**src/rtl/uart_bus_bridge.sv**
```systemverilog
// Host debug port: parses 'W'/'R' command frames from the uart and performs
// single-byte memory bus accesses, returning one response byte per frame.
module uart_bus_bridge #(
  parameter int          RD_LATENCY     = 1,
  parameter int          TIMEOUT_CYCLES = 5000000,
  parameter logic [7:0]  ACK_BYTE       = 8'h06,
  parameter logic [7:0]  NAK_BYTE       = 8'h15
) (
  input  logic        clk,
  input  logic        rst,
  input  logic [7:0]  rx_data,
  input  logic        rx_done,
  output logic [7:0]  tx_data,
  output logic        tx_wr,
  input  logic        tx_done,
  output logic        bus_req,
  input  logic        bus_gnt,
  output logic [15:0] bus_addr,
  output logic        bus_we,
  output logic [7:0]  bus_do,
  input  logic [7:0]  bus_di,
  output logic        busy
);

  localparam logic [7:0] CMD_W = 8'h57;
  localparam logic [7:0] CMD_R = 8'h52;
  localparam int         TW    = $clog2(TIMEOUT_CYCLES + 1);

  typedef enum logic [3:0] {
    IDLE, ADDR_HI, ADDR_LO, DATA, REQ, ACCESS, RD_WAIT, TX, TX_WAIT
  } state_t;

  state_t        state, nxt;
  logic          wr_flag;
  logic [15:0]   addr;
  logic [7:0]    data;
  logic [TW-1:0] to_cnt;
  logic [2:0]    rd_cnt;
  logic          in_frame, to_hit, rd_last, cmd_ok;

  assign in_frame = (state == ADDR_HI) || (state == ADDR_LO) || (state == DATA);
  assign to_hit   = in_frame && (to_cnt == TW'(TIMEOUT_CYCLES - 1));
  assign rd_last  = (rd_cnt == 3'(RD_LATENCY - 1));
  assign cmd_ok   = (rx_data == CMD_W) || (rx_data == CMD_R);

  always_ff @(posedge clk or negedge rst) begin
    if (!rst) state <= IDLE;
    else      state <= nxt;
  end

  // rx_done is tested before the timeout so a byte arriving on the expiry cycle is kept
  always_comb begin
    nxt = state;
    unique case (state)
      IDLE:    if (rx_done) nxt = cmd_ok ? ADDR_HI : TX;
      ADDR_HI: if (rx_done) nxt = ADDR_LO;
               else if (to_hit) nxt = IDLE;
      ADDR_LO: if (rx_done) nxt = wr_flag ? DATA : REQ;
               else if (to_hit) nxt = IDLE;
      DATA:    if (rx_done) nxt = REQ;
               else if (to_hit) nxt = IDLE;
      REQ:     if (bus_gnt) nxt = ACCESS;
      ACCESS:  nxt = wr_flag ? TX : RD_WAIT;
      RD_WAIT: if (rd_last) nxt = TX;
      TX:      nxt = TX_WAIT;
      TX_WAIT: if (tx_done) nxt = IDLE;
      default: nxt = IDLE;
    endcase
  end

  always_ff @(posedge clk or negedge rst) begin
    if (!rst) begin
      wr_flag <= 1'b0;
      addr    <= '0;
      data    <= '0;
      to_cnt  <= '0;
      rd_cnt  <= '0;
      tx_data <= '0;
    end else begin
      if (state == IDLE && rx_done) begin
        wr_flag <= (rx_data == CMD_W);
        if (!cmd_ok) tx_data <= NAK_BYTE;
      end
      if (state == ADDR_HI && rx_done) addr[15:8] <= rx_data;
      if (state == ADDR_LO && rx_done) addr[7:0]  <= rx_data;
      if (state == DATA    && rx_done) data       <= rx_data;
      // counter idles at zero outside the frame, so it is clear on entry
      if (!in_frame || rx_done) to_cnt <= '0;
      else                      to_cnt <= to_cnt + 1'b1;
      rd_cnt <= (state == RD_WAIT) ? rd_cnt + 1'b1 : 3'd0;
      if (state == ACCESS && wr_flag) tx_data <= ACK_BYTE;
      if (state == RD_WAIT && rd_last) tx_data <= bus_di;
    end
  end

  // bus outputs are gated by the grant so nothing reaches the bus before ownership
  always_comb begin
    bus_req  = (state == REQ) || (state == ACCESS) || (state == RD_WAIT);
    bus_addr = '0;
    bus_we   = 1'b0;
    bus_do   = '0;
    if (bus_gnt && (state == ACCESS || state == RD_WAIT)) bus_addr = addr;
    if (bus_gnt && state == ACCESS && wr_flag) begin
      bus_we = 1'b1;
      bus_do = data;
    end
  end

  assign tx_wr = (state == TX);
  assign busy  = (state != IDLE);

endmodule
```
**config.mk**
```make
export PLATFORM = sky130hd
export DESIGN_NAME = uart_bus_bridge
export DESIGN_NICKNAME = d
export VERILOG_FILES = /design/src/rtl/uart_bus_bridge.sv
export SDC_FILE = /design/constraint.sdc
export NUM_CORES = 1
export LEC_CHECK = 0
export CAP_MARGIN = 20
export CORE_UTILIZATION = 53
export DETAILED_ROUTE_END_ITERATION = 12
export PLACE_DENSITY = 0.9
export SLEW_MARGIN = 30
export SYNTH_ARGS = -nofsm -noshare
export SYNTH_HDL_FRONTEND = slang
export SYNTH_SLANG_ARGS = --single-unit
export TNS_END_PERCENT = 20
```
**constraint.sdc**
```tcl
create_clock -name clk -period 3.4 [get_ports clk]
set_input_delay 0.85 -clock clk [delete_from_list [all_inputs] [get_ports clk]]
set_output_delay 0.85 -clock clk [all_outputs]
set_load 0.005 [all_outputs]
```
# Word level (Yosys, flattened, before mapping)
# Cells that the tools add are included.
[classes]
addsub = 2
multipliers = 0
n_div = 0
order_cmp = 0
n_eq_ne = 16
shifts = 0
mux = 21
n_bitwise = 0
n_reduce_logical = 24
[op_table]
columns = ["operator", "count"]
rows = [
  ["2-to-1 mux 8 bit", 5],
  ["case mux 4 bit (9 select lines)", 1],
  ["2-to-1 mux 4 bit", 8],
  ["adder 23 x 1 -> 23 bit (second input constant)", 1],
  ["equality test 23 bit (second input constant)", 1],
  ["2-to-1 mux 23 bit", 1],
  ["equality test 4 x 3 -> 1 bit (second input constant)", 4],
  ["equality test 8 x 7 -> 1 bit (second input constant)", 2],
  ["2-to-1 mux 16 bit", 1],
  ["logical AND 1 bit", 10],
  ["2-to-1 mux 3 bit", 3],
  ["equality test 4 x 2 -> 1 bit (second input constant)", 2],
  ["!= test 2 bit (second input constant)", 4],
  ["logical OR 1 bit", 7],
  ["equality test 4 x 1 -> 1 bit (second input constant)", 1],
  ["equality test 4 bit (second input constant)", 1],
  ["zero test 4 bit", 1],
  ["AND reduction 4 bit", 1],
  ["nonzero test 4 bit", 1],
  ["adder 3 x 1 -> 3 bit (second input constant)", 1],
  ["zero test 3 bit", 1],
  ["!= test 3 x 1 -> 1 bit (second input constant)", 1],
  ["nonzero test 3 bit", 1],
  ["2-to-1 mux 1 bit", 2],
  ["other kinds (2)", 2],
]
[totals]
ff_bits = 63
latch_bits = 0
ramBits = 0
mem_bits_ro = 0
inputBits = 21
output_inout_bits = 36
wordCells = 71
mem_count = 0

# Depth between registers and ports, before layout
[logic_depth]
ltp_word = 7
depth_mapped = 6
mapped_depth_nobuf = 6

# Worst setup path after synthesis
# Ideal clock, no wire load.
[synth_path]
path_type = "input to output"
from = "input bus_gnt"
to = "output bus_addr[10]"
arrival_time_ns = 1.621
required_ns = 2.550
setup_slack_ns = 0.929
stages = 4
n_path_buf = 1
path_cell_list = "inv_1 -> nor3_1 -> clkbuf_1 -> and2_1"
[synth_between]
elab_chain_cells = 2
[synth_rtl]
columns = ["element", "line", "source"]
rows = [
  ["from (decl)", "17", "input logic bus_gnt,"],
  ["logical AND 1 bit", "102", "if (bus_gnt && (state == ACCESS || state == RD_WAIT)) bus_addr = addr;"],
  ["2-to-1 mux 16 bit", "102", ""],
  ["to (decl)", "18", "output logic [15:0] bus_addr,"],
]
# No other way between the ends.

# Final worst setup path
[layout_path]
from = "input bus_gnt"
to = "output bus_addr[2]"
# The elaborated chain is that of the path after synthesis.

==> reports/results.txt <==
The run finished with clean final reports. Derived from the worst setup path, the maximum achievable clock frequency is 301 MHz. In this run the worst path has a maximum fanout of 8.

For the pin with the worst max-slew slack, the measured transition is 0.748 ns. Counting every instance in the synthesized netlist gives 297. In this run, post-CTS hold repair placed 0 buffers.

Entering global routing, the biggest net connects 36 pins. The quantity of gates resized following cts came out at 0. After detailed routing, the number of remaining DRC violations is 0. Sorting the synthesized cells by area gives the leading types as sky130_fd_sc_hd__dfrtp_1 (50%), sky130_fd_sc_hd__mux2_2 (8.6%), sky130_fd_sc_hd__and2_1 (5.2%).

The unique cell type count in the Yosys netlist is 45, and the buffers inserted during post-CTS setup optimization is 0. The largest area contributor in the netlist was sky130_fd_sc_hd__dfrtp_1. Net count after synthesis: 321. The type of the most critical hold path was flop to flop. Compared with the post-synthesis result, the final layout area differs by 27.1%. The logs give 4910 µm for the final HPWL from detailed placement and 2 for the maximum number of buffers from clock root to sink. The run gives 0 as the number of synthesis warnings. For the clock insertion delay at the later pin of the skew report, the log shows 0.34 ns.

The logs give 1.36 ns for the reg2reg setup slack and 3 for the total number of H-tree levels. Initial antenna violation count: 0. The x dimension of the die is 79.0 µm, and the remaining antenna violation count is 0.

The worst setup path is launched from a primary input. Routability-driven placement finished with a final weighted congestion of 0.851. The number of enable flip-flop cells after synthesis came out at 0. For the finished layout, the period the worst path requires is 3.32 ns. For the final database, setup skew stands at 0.0107 ns. Via count: 2513. The routed design has 7120 µm of wire. The number of antenna diodes in the final layout is 0. Counting flops with an async set or reset pin after synthesis yields a share of 100%. Measured along the y axis, the die boundary spans 79.0 µm. The fraction of layout instances using a drive strength above 1 was 15.9%; the number of nets in the layout was 384.

For this run, the total global-route usage over all layers was measured as 24.8%. The most common flop cell mapped by yosys is sky130_fd_sc_hd__dfrtp_1. The number of max-cap violations came out at 0. For the endpoint arrival time on the critical path, the log shows 2.47 ns.

Total global routing overflow: 0. The critical path data required time came out at 2.55 ns. Flip-flop and latch count after synthesis: 63. CTS placed an instance of sky130_fd_sc_hd__clkbuf_8 at the clock tree root. In this run the core area contains 27 standard-cell rows. The total setup violations reported at the end of the flow is 0, and the via count of the first global-routing pass is 2379.

Once the floorplan was initialized, standard cells occupied 56.0% of the core. The average cell area after synthesis was 10.6 µm². Clock-pin slew was measured on the worst setup and hold paths at 0.07 ns. The tools report the number of max-slew violations in the final report as 0.

The number of hold violations in the final report was 0. The netlist area before placement is 3140 µm². Adding up every negative setup slack in the final design gives 0 ns.

The mean number of vias per cell is 5.75, and the global-route wire length before repair is 11600 µm. The worst setup path is of the primary input to output pin kind. After floorplanning, the core was sized to cover 5610 µm². TritonCTS built the clock tree. The count of input and output buffers works out to 56. Summed over all cells, the static leakage comes to 1.68 nW. The average wire per cell in the routed design was 16.3 µm; the number of buffers created by CTS was 9.

STA classifies the critical path endpoint as an output pin. The maximum resistive drop on vdd was 433 µV; the final worst-path cycle share was 97.7%. The clock drives 63 sinks.

Power spread over the standard cell area amounts to 665 nW/µm². Area of the die: 6240 µm². The I/O pin count is 57, and the total power consumption of the routed design is 0.00265 W. The worst pin sits at a relative slew slack of 50.1%.

The share of synthesized area in the top cell type comes to 50.2%. Before antenna repair, the detailed router went through 5 iterations. For this block, the initial DRC count from the detailed router was 219. Summing the sequential cell areas from Yosys gives 50.2% of the chip area.
[cell usage in the layout (no fill, tap or decap), drive strengths merged, types with 2 or more instances in the layout]
cell           Yosys  final
o21a               2      2
clkinvlp           0      2
a21boi             3      3
clkinv             0      4
nor4               2      2
nor3               3      3
o221a              2      2
and3               7      7
nand4             10     10
o211ai             6      6
o211a              2      2
or3                3      3
ha                 3      3
o21ai              6      6
a21oi             10     10
nor2b              4      4
xnor2              6      6
nand2             18     18
dfrtp             63     63
and2              26     26
clkdlybuf4s50      0     54
a22o               5      5
a31o               2      2
o31ai              4      4
inv                7      7
or4                7      7
and4               4      4
nor4b              2      2
buf                4      9
mux2              24     24
nand3              9      9
nand2b             5      5
clkbuf             8     10
xor2               7      7
nor2              24     24
[registers in the layout (all words and copies together), names as in the netlist]
name,flops
to_cnt,23
addr,16
data,8
tx_data,8
state,4
rd_cnt,3
wr_flag,1
[final timing paths]
check / from / end / depth (start not counted)
max: bus_gnt / bus_addr[2] / 6
min: rd_cnt[0]$_DFF_PN0_ / rd_cnt[0]$_DFF_PN0_ / 1
max reg2reg: state[0]$_DFFE_PN0P_ / to_cnt[18]$_DFF_PN0_ / 4
min reg2reg: rd_cnt[0]$_DFF_PN0_ / rd_cnt[0]$_DFF_PN0_ / 1
max in group asynchronous: rst / to_cnt[2]$_DFF_PN0_ / 2
min in group asynchronous: rst / rd_cnt[1]$_DFF_PN0_ / 1
[synthesized netlist by cell type (3+ instances only)]
cell / n
sky130_fd_sc_hd__inv_1: 7
sky130_fd_sc_hd__xor2_1: 7
sky130_fd_sc_hd__o211ai_1: 6
sky130_fd_sc_hd__or4_1: 6
sky130_fd_sc_hd__a22o_1: 5
sky130_fd_sc_hd__clkbuf_1: 7
sky130_fd_sc_hd__xnor2_1: 6
sky130_fd_sc_hd__o21ai_0: 6
sky130_fd_sc_hd__a21boi_0: 3
sky130_fd_sc_hd__nand3_1: 9
sky130_fd_sc_hd__nor3_1: 3
sky130_fd_sc_hd__nand2_1: 18
sky130_fd_sc_hd__buf_2: 3
sky130_fd_sc_hd__and3_1: 7
sky130_fd_sc_hd__mux2_2: 24
sky130_fd_sc_hd__nor2_1: 23
sky130_fd_sc_hd__a21oi_1: 10
sky130_fd_sc_hd__nand2b_1: 5
sky130_fd_sc_hd__o31ai_1: 4
sky130_fd_sc_hd__ha_1: 3
sky130_fd_sc_hd__nand4_1: 10
sky130_fd_sc_hd__nor2b_1: 4
sky130_fd_sc_hd__or3_1: 3
sky130_fd_sc_hd__dfrtp_1: 63
sky130_fd_sc_hd__and2_1: 26
sky130_fd_sc_hd__and4_1: 4
[power breakdown]
part / total, W / switching [W] / leakage, nW / internal [W]
Sequential: 0.00112 / 0.000156 / 0.811 / 0.000967
Combinational: 0.000942 / 0.000413 / 0.777 / 0.000529
Clock: 0.000588 / 0.000302 / 0.0885 / 0.000286
Total: 0.00265 / 0.000871 / 1.68 / 0.00178
[logic make-up (layout without fill, tap and decap cells)]
group / after synthesis / after routing / share of synthesized area (%)
compound gates: 46 / 46 / 10.4
simple gates: 128 / 128 / 23.0
flops: 63 / 63 / 50.2
xor+xnor: 13 / 13 / 3.63
buf+inv: 19 / 87 / 2.67
mux: 25 / 25 / 8.92
fa+ha+maj: 3 / 3 / 1.20
[critical path, stage by stage]
cell and delay (ns):
sky130_fd_sc_hd__clkdlybuf4s50_1 0.51, sky130_fd_sc_hd__inv_1 0.10, sky130_fd_sc_hd__nor3_4 0.19, sky130_fd_sc_hd__buf_4 0.20, sky130_fd_sc_hd__and2_1 0.13, sky130_fd_sc_hd__clkdlybuf4s50_1 0.49
[area by class of cell]
type	count	area, µm²
clock inverter	6	46.3
inverter	7	26.3
sequential	63	1580
clock buffer	10	138
fill	401	1620
multi-input combinational	215	1490
tap	72	90.1
timing repair buffer	64	622
[per-layer routing]
layer  share of wire [%]  wire [µm]  track usage [%]
met1                  45       3220             33.3
met2                  48       3440             39.3
met3                 5.9        418             7.13
met4                0.59         42             6.73
met5                   0          0                0
[metrics by stage]
stage / cell area [µm²] / utilization (%) / std cells / setup WS, ns / hold slack (ns)
floorplan: 3140 / - / 297 / 0.929 / 0.432
global placement: 3780 / 67.4 / 420 / 0.121 / 0.451
detailed placement: 3780 / 67.4 / 420 / 0.0692 / 0.473
CTS: 3970 / 70.7 / 436 / 0.0634 / 0.482
global route: 3990 / 71.2 / 437 / -0.0144 / 0.500
finish: 3990 / 71.2 / 437 / 0.0766 / 0.476
Note: power is estimated with default switching activity, not from simulation.
